**src/rtl/rx_timer_pkg.sv**
```systemverilog
// rx_timer_pkg
// Shared definitions for the receive bit timer:
//   rx_state_t        - timer FSM states IDLE / ALIGN / RUN
//   CLKS_PER_BIT_DEF  - default system clocks per serial bit
//   SAMPLE_PT_DEF     - default phase at which a bit is sampled
//   cnt_width()       - counter width needed to hold 0..n-1
package rx_timer_pkg;

  typedef enum logic [1:0] {
    IDLE  = 2'd0,
    ALIGN = 2'd1,
    RUN   = 2'd2
  } rx_state_t;

  localparam int CLKS_PER_BIT_DEF = 8;
  localparam int SAMPLE_PT_DEF    = 3;

  function automatic int cnt_width(input int n);
    return (n > 1) ? $clog2(n) : 1;
  endfunction

endpackage

```
**src/rtl/rx_sync_counter.sv**
```systemverilog
// rx_sync_counter
// Synchronous up-counter with clear, load and programmable rollover.
// Priority: i_rst > i_clear > i_load > i_en.
// Ports:
//   i_clk       - clock, rising edge
//   i_rst       - synchronous active-high reset
//   i_clear     - synchronous clear to zero
//   i_en        - count enable
//   i_load      - load i_load_val
//   i_load_val  - value loaded when i_load is high
//   i_roll_val  - terminal count; the count after it is zero
//   i_roll_en   - enables i_roll_val; when low the counter wraps naturally
//   o_count     - current count
//   o_roll      - high in the cycle an enabled increment rolls over to zero
module rx_sync_counter #(
  parameter int W = 4
) (
  input  logic         i_clk,
  input  logic         i_rst,
  input  logic         i_clear,
  input  logic         i_en,
  input  logic         i_load,
  input  logic [W-1:0] i_load_val,
  input  logic [W-1:0] i_roll_val,
  input  logic         i_roll_en,
  output logic [W-1:0] o_count,
  output logic         o_roll
);

  logic [W-1:0] r_count;
  logic         w_at_roll;

  assign w_at_roll = i_roll_en && (r_count == i_roll_val);
  // Rollover flag is suppressed whenever a higher-priority action wins.
  assign o_roll    = i_en && w_at_roll && !i_clear && !i_load && !i_rst;
  assign o_count   = r_count;

  always_ff @(posedge i_clk) begin
    if (i_rst)        r_count <= '0;
    else if (i_clear) r_count <= '0;
    else if (i_load)  r_count <= i_load_val;
    else if (i_en)    r_count <= w_at_roll ? '0 : r_count + 1'b1;
  end

endmodule

```
**src/rtl/rx_timer.sv**
```systemverilog
// rx_timer
// Receive bit timer for a UART-style receiver. Waits in ALIGN for the
// first line transition, then runs a phase counter over CLKS_PER_BIT
// clocks and strobes the shift register at phase SAMPLE_PT. A second
// counter tracks bits in the current byte and flags byte completion.
// Optional feature macro: RX_TIMER_RESYNC_EN -- realign the phase on
// every line transition while running and flag transitions that land
// exactly on the sampling point.
// Ports:
//   clk           - clock, rising edge
//   rst           - synchronous active-high reset
//   enable_timer  - receive in progress
//   d_edge        - single-cycle line transition pulse
//   clear         - synchronous clear of bit count
//   roll_val      - bits per byte (0 = never complete, free 4-bit wrap)
//   shift_strobe  - sample command to the shift register
//   byte_received - pulse on the strobe that completes a byte
//   bit_count     - bits sampled in the current byte
//   resync_err    - pulse when a transition coincides with the sample point
module rx_timer
  import rx_timer_pkg::*;
#(
  parameter int CLKS_PER_BIT = CLKS_PER_BIT_DEF,
  parameter int SAMPLE_PT    = SAMPLE_PT_DEF
) (
  input  logic       clk,
  input  logic       rst,
  input  logic       enable_timer,
  input  logic       d_edge,
  input  logic       clear,
  input  logic [3:0] roll_val,
  output logic       shift_strobe,
  output logic       byte_received,
  output logic [3:0] bit_count,
  output logic       resync_err
);

  localparam int              PH_W      = cnt_width(CLKS_PER_BIT);
  localparam logic [PH_W-1:0] PH_LAST   = PH_W'(CLKS_PER_BIT - 1);
  localparam logic [PH_W-1:0] PH_SAMPLE = PH_W'(SAMPLE_PT);
  localparam logic [PH_W-1:0] PH_ONE    = PH_W'(1);

  rx_state_t       r_state;
  logic [PH_W-1:0] w_phase;
  logic            w_at_sample;
  logic            w_align_hit;
  logic            w_resync_load;
  logic            w_phase_clear;
  logic            w_bit_clear;
  logic [3:0]      w_roll_last;

  assign w_at_sample = (r_state == RUN) && (w_phase == PH_SAMPLE);
  assign w_align_hit = (r_state == ALIGN) && d_edge && enable_timer;
  assign shift_strobe = w_at_sample && !rst;

`ifdef RX_TIMER_RESYNC_EN
  // An edge on the sampling point is ambiguous about which bit it
  // belongs to, so it is reported instead of used to realign; the
  // phase keeps running and the next strobe stays a full bit away.
  assign w_resync_load = (r_state == RUN) && d_edge && !w_at_sample;
  assign resync_err    = shift_strobe && d_edge;
`else
  assign w_resync_load = 1'b0;
  assign resync_err    = 1'b0;
`endif

  // Phase holds at zero outside RUN; the aligning edge counts as phase 0.
  assign w_phase_clear = !enable_timer || (r_state == IDLE);
  assign w_bit_clear   = clear || !enable_timer || (r_state != RUN);
  assign w_roll_last   = roll_val - 4'd1;

  always_ff @(posedge clk) begin
    if (rst) begin
      r_state <= IDLE;
    end else if (!enable_timer) begin
      r_state <= IDLE;
    end else begin
      case (r_state)
        IDLE:    r_state <= ALIGN;
        ALIGN:   if (d_edge) r_state <= RUN;
        RUN:     r_state <= RUN;
        default: r_state <= IDLE;
      endcase
    end
  end

  rx_sync_counter #(.W(PH_W)) u_phase (
    .i_clk      (clk),
    .i_rst      (rst),
    .i_clear    (w_phase_clear),
    .i_en       (r_state == RUN),
    .i_load     (w_align_hit || w_resync_load),
    .i_load_val (PH_ONE),
    .i_roll_val (PH_LAST),
    .i_roll_en  (1'b1),
    .o_count    (w_phase),
    .o_roll     ()
  );

  // roll_val is used live on each strobe; zero disables byte completion.
  rx_sync_counter #(.W(4)) u_bits (
    .i_clk      (clk),
    .i_rst      (rst),
    .i_clear    (w_bit_clear),
    .i_en       (shift_strobe),
    .i_load     (1'b0),
    .i_load_val (4'd0),
    .i_roll_val (w_roll_last),
    .i_roll_en  (roll_val != 4'd0),
    .o_count    (bit_count),
    .o_roll     (byte_received)
  );

endmodule

```
**config.mk**
```make
export PLATFORM = sky130hd
export DESIGN_NAME = rx_timer
export DESIGN_NICKNAME = d
export VERILOG_FILES = /design/src/rtl/rx_timer_pkg.sv /design/src/rtl/rx_sync_counter.sv /design/src/rtl/rx_timer.sv
export SDC_FILE = /design/constraint.sdc
export NUM_CORES = 1
export LEC_CHECK = 0
export BUFFER_PORTS_ARGS = -buffer_cell sky130_fd_sc_hd__buf_4
export CAP_MARGIN = 30
export CORE_MARGIN = 5
export CORE_UTILIZATION = 30
export DETAILED_ROUTE_END_ITERATION = 10
export MAX_ROUTING_LAYER = met4
export PLACE_DENSITY_LB_ADDON = 0.25
export SLEW_MARGIN = 10
export SYNTH_ARGS = -nofsm -noshare
export SYNTH_HDL_FRONTEND = slang
export SYNTH_SLANG_ARGS = --single-unit
```
**constraint.sdc**
```tcl
create_clock -name clk -period 1.8 [get_ports clk]
set_input_delay 0.27 -clock clk [delete_from_list [all_inputs] [get_ports clk]]
set_output_delay 0.27 -clock clk [all_outputs]
set_load 0.02 [all_outputs]
```
==> flow_summary.json <==
{
  "outcome": "finished with violations",
  "violations": "negative setup slack",
  "seqCellArea_um2": 185.2,
  "max-vdd-ir-drop_v": 0.0002808,
  "pwr-share-comb_pct": 14.7,
  "syn_inst": 63,
  "n_fill_cell": 213,
  "ant_nets": 0,
  "p_leak_nw": 0.3440,
  "syn_area_per_cell_um2": 9.612,
  "fin_cells": 110,
  "yosys.area.top_type": "dfxtp_1",
  "layout-drive-gt1-share_pct": 34.94,
  "clkPwrFrac_pct": 37.7,
  "synthTopCellsByArea": "dfxtp_1, ha_1, nor3_1, xnor2_1, mux2i_1",
  "yosysUniqueCellTypes": 25,
  "hold_class": "in2reg",
  "die_h_um": 54.93,
  "grt_pass1_vias": 483,
  "synth_seq_cells": 9,
  "drc": 0,
  "hold_viol": 0,
  "synth_top_area_share_pct": 29.75,
  "wl_met1_um": 616,
  "wire_per_inst_um": 10.91,
  "wl_met3_um": 61,
  "fmax_mhz": 525.4,
  "synth_warnings": 0,
  "cp.required_ps": 1530,
  "ctsHoldBuffers": 0,
  "seq_area_frac_synth_pct": 29.75,
  "cp.arrival_ps": 1630,
  "io_buffers": 14,
  "fin_nets": 101,
  "holdWs_ps": 335.3,
  "critPathMaxFanout": 3,
  "insertedDiodeCount": 0,
  "top_layer": "met4",
  "max_cap_violations": 0,
  "netSwitchingFraction_pct": 25.21,
  "hpwlAfterDp_um": 957.5,
  "cts_inserted_buffers": 3,
  "switchingPower_w": 0.0001075,
  "multi_input_area_um2": 421.7,
  "via_per_inst": 4.373,
  "cts_tree": "done",
  "die_width_um": 54.93,
  "rsz0062_at_grt": "yes",
  "routed-wl-met2_um": 508,
  "dp_slack_ps": 79.18,
  "cts_setup_buffers": 0,
  "detail_route.wirelength_mm": 1.200,
  "initial_core_util_pct": 31.19,
  "place.gp.congestion": 0.7739,
  "ios": 16,
  "cts.sinks": 9,
  "synthFlopType": "dfxtp_1",
  "num_rows": 16,
  "clk_path_buf_depth": 2,
  "startpoint_type": "flip-flop",
  "gr-total-overflow": 0,
  "htree_levels": 1,
  "reg2reg_setup_slack_ps": 280,
  "synth_edf_count": 0,
  "die-area_um2": 3017,
  "synth_nets": 80,
  "vias": 481,
  "grt_max_degree": 6,
  "firstDrtPassIters": 2,
  "core_area_um2": 1942,
  "antenna_found_initial": 0,
  "dp.cells": 106,
  "critPathKind": "reg2out",
  "async_flop_share_pct": 0,
  "grtUsageTotal_pct": 10.16,
  "timing.final.ws_setup_ps": -103.4,
  "drtIter0Drc": 5,
  "grt_pass1_wl_mm": 2.063,
  "internal_power_w": 0.0003190,
  "clk_latency_ps": 260,
  "synth_area_um2": 605.6,
  "syn_to_final_growth_pct": 36.78,
  "fin_skew_ps": 4.209,
  "p_seq_share_pct": 47.6,
  "p_per_area_nw_per_um2": 515.0,
  "layout_min_cycle_time_ps": 1903,
  "slew_violations": 0,
  "setup_viol": 1,
  "fin_crit_sh_pct": 105.7,
  "worst_setup_path_end_kind": "primary output",
  "path_clk_slew_ps": 70,
  "root_buffer": "clkbuf_4"
}
sequential cells by signal, indices dropped and copies added (netlist names):
register and count:
u_bits.o_count 4, u_phase.o_count 3, r_state 2
path summary, 6_finish.rpt:
path | start | end | depth (start not counted)
hold / removal | d_edge | u_phase.o_count[1] | 3
hold reg to reg | u_phase.o_count[1] | u_phase.o_count[1] | 2
setup / recovery | u_phase.o_count[0] | byte_received | 7
setup reg to reg | r_state[0] | u_bits.o_count[0] | 6
worst max-delay path: stages (launching register included):
cell	delay, ps
dfxtp_4	370
ha_4	130
ha_1	140
and3b_2	200
nand3_2	80
nor4_4	160
nor2b_4	180
buf_6	120
metrics by stage:
step	power [W]	cell area, um2	util (%)	setup TNS (ps)
6_report	0.0004266	828.3	42.65	-103.4
4_1_cts	0.0004360	815.8	42.01	-141.1
2_1_floorplan	0.0002473	613.1	-	0
3_5_place_dp	0.0002685	767.0	39.50	0
3_3_place_gp	0.0002689	767.0	39.50	0
5_1_grt	0.0004565	828.3	42.65	-212.4
cells in the mapped netlist, types with 2 or more instances:
cell	number
xnor2_1	4
nor3_1	7
nand2_1	2
mux2i_1	3
nand2b_1	2
xor2_1	3
inv_1	6
buf_4	2
dfxtp_1	9
ha_1	8
nor2_1	3
cells in the final DEF, fill, tap and decap left out, drive strengths merged, types with 2 or more instances in the layout:
cell,n
xor2,3
xnor2,4
clkbuf,4
mux2i,3
nand2b,2
nor2,3
nor3,7
nand2,2
dfxtp,9
ha,8
inv,6
buf,18
layer usage:
metal / global-route usage (%) / up-vias
li1: - / 256
met1: 13.52 / 209
met3: 3.217 / 2
met4: 7.287 / 0
met5: - / -
met2: 12.60 / 14
what timing repair did:
item                                    4_1_cts  5_1_grt
endpoints found under the setup margin        1        1
resized for setup                             7        2
hold endpoints to repair                      0        0
cell families after synthesis:
kind of cell	after synthesis	synth area share, %
AND/OR/NAND/NOR	22	23.14
flip-flops	9	29.75
adder cells (fa/ha/maj)	8	16.53
XOR/XNOR	8	13.84
buffers and inverters	8	6.197
AO/OA/AOI/OAI	4	4.959
multiplexers	3	4.959
other	1	0.6192
layout make-up:
cell class | instances | share of cell area (%)
clock buffer | 4 | 3.172
inverter | 6 | 2.719
multi-input combinational | 46 | 50.91
sequential | 9 | 22.36
tap | 27 | 4.079
timing repair buffer | 18 | 16.77
power groups by stage:
stage	Sequential (W)	Combinational, W	Clock [W]
after global routing	0.000203	0.0000698	0.000183
after detailed placement	0.000208	0.0000602	0
after CTS	0.000204	0.0000615	0.000170
final	0.000203	0.0000626	0.000161
after floorplan	0.000208	0.0000393	0
after global placement	0.000208	0.0000607	0
(Power assumes the default switching activity.)
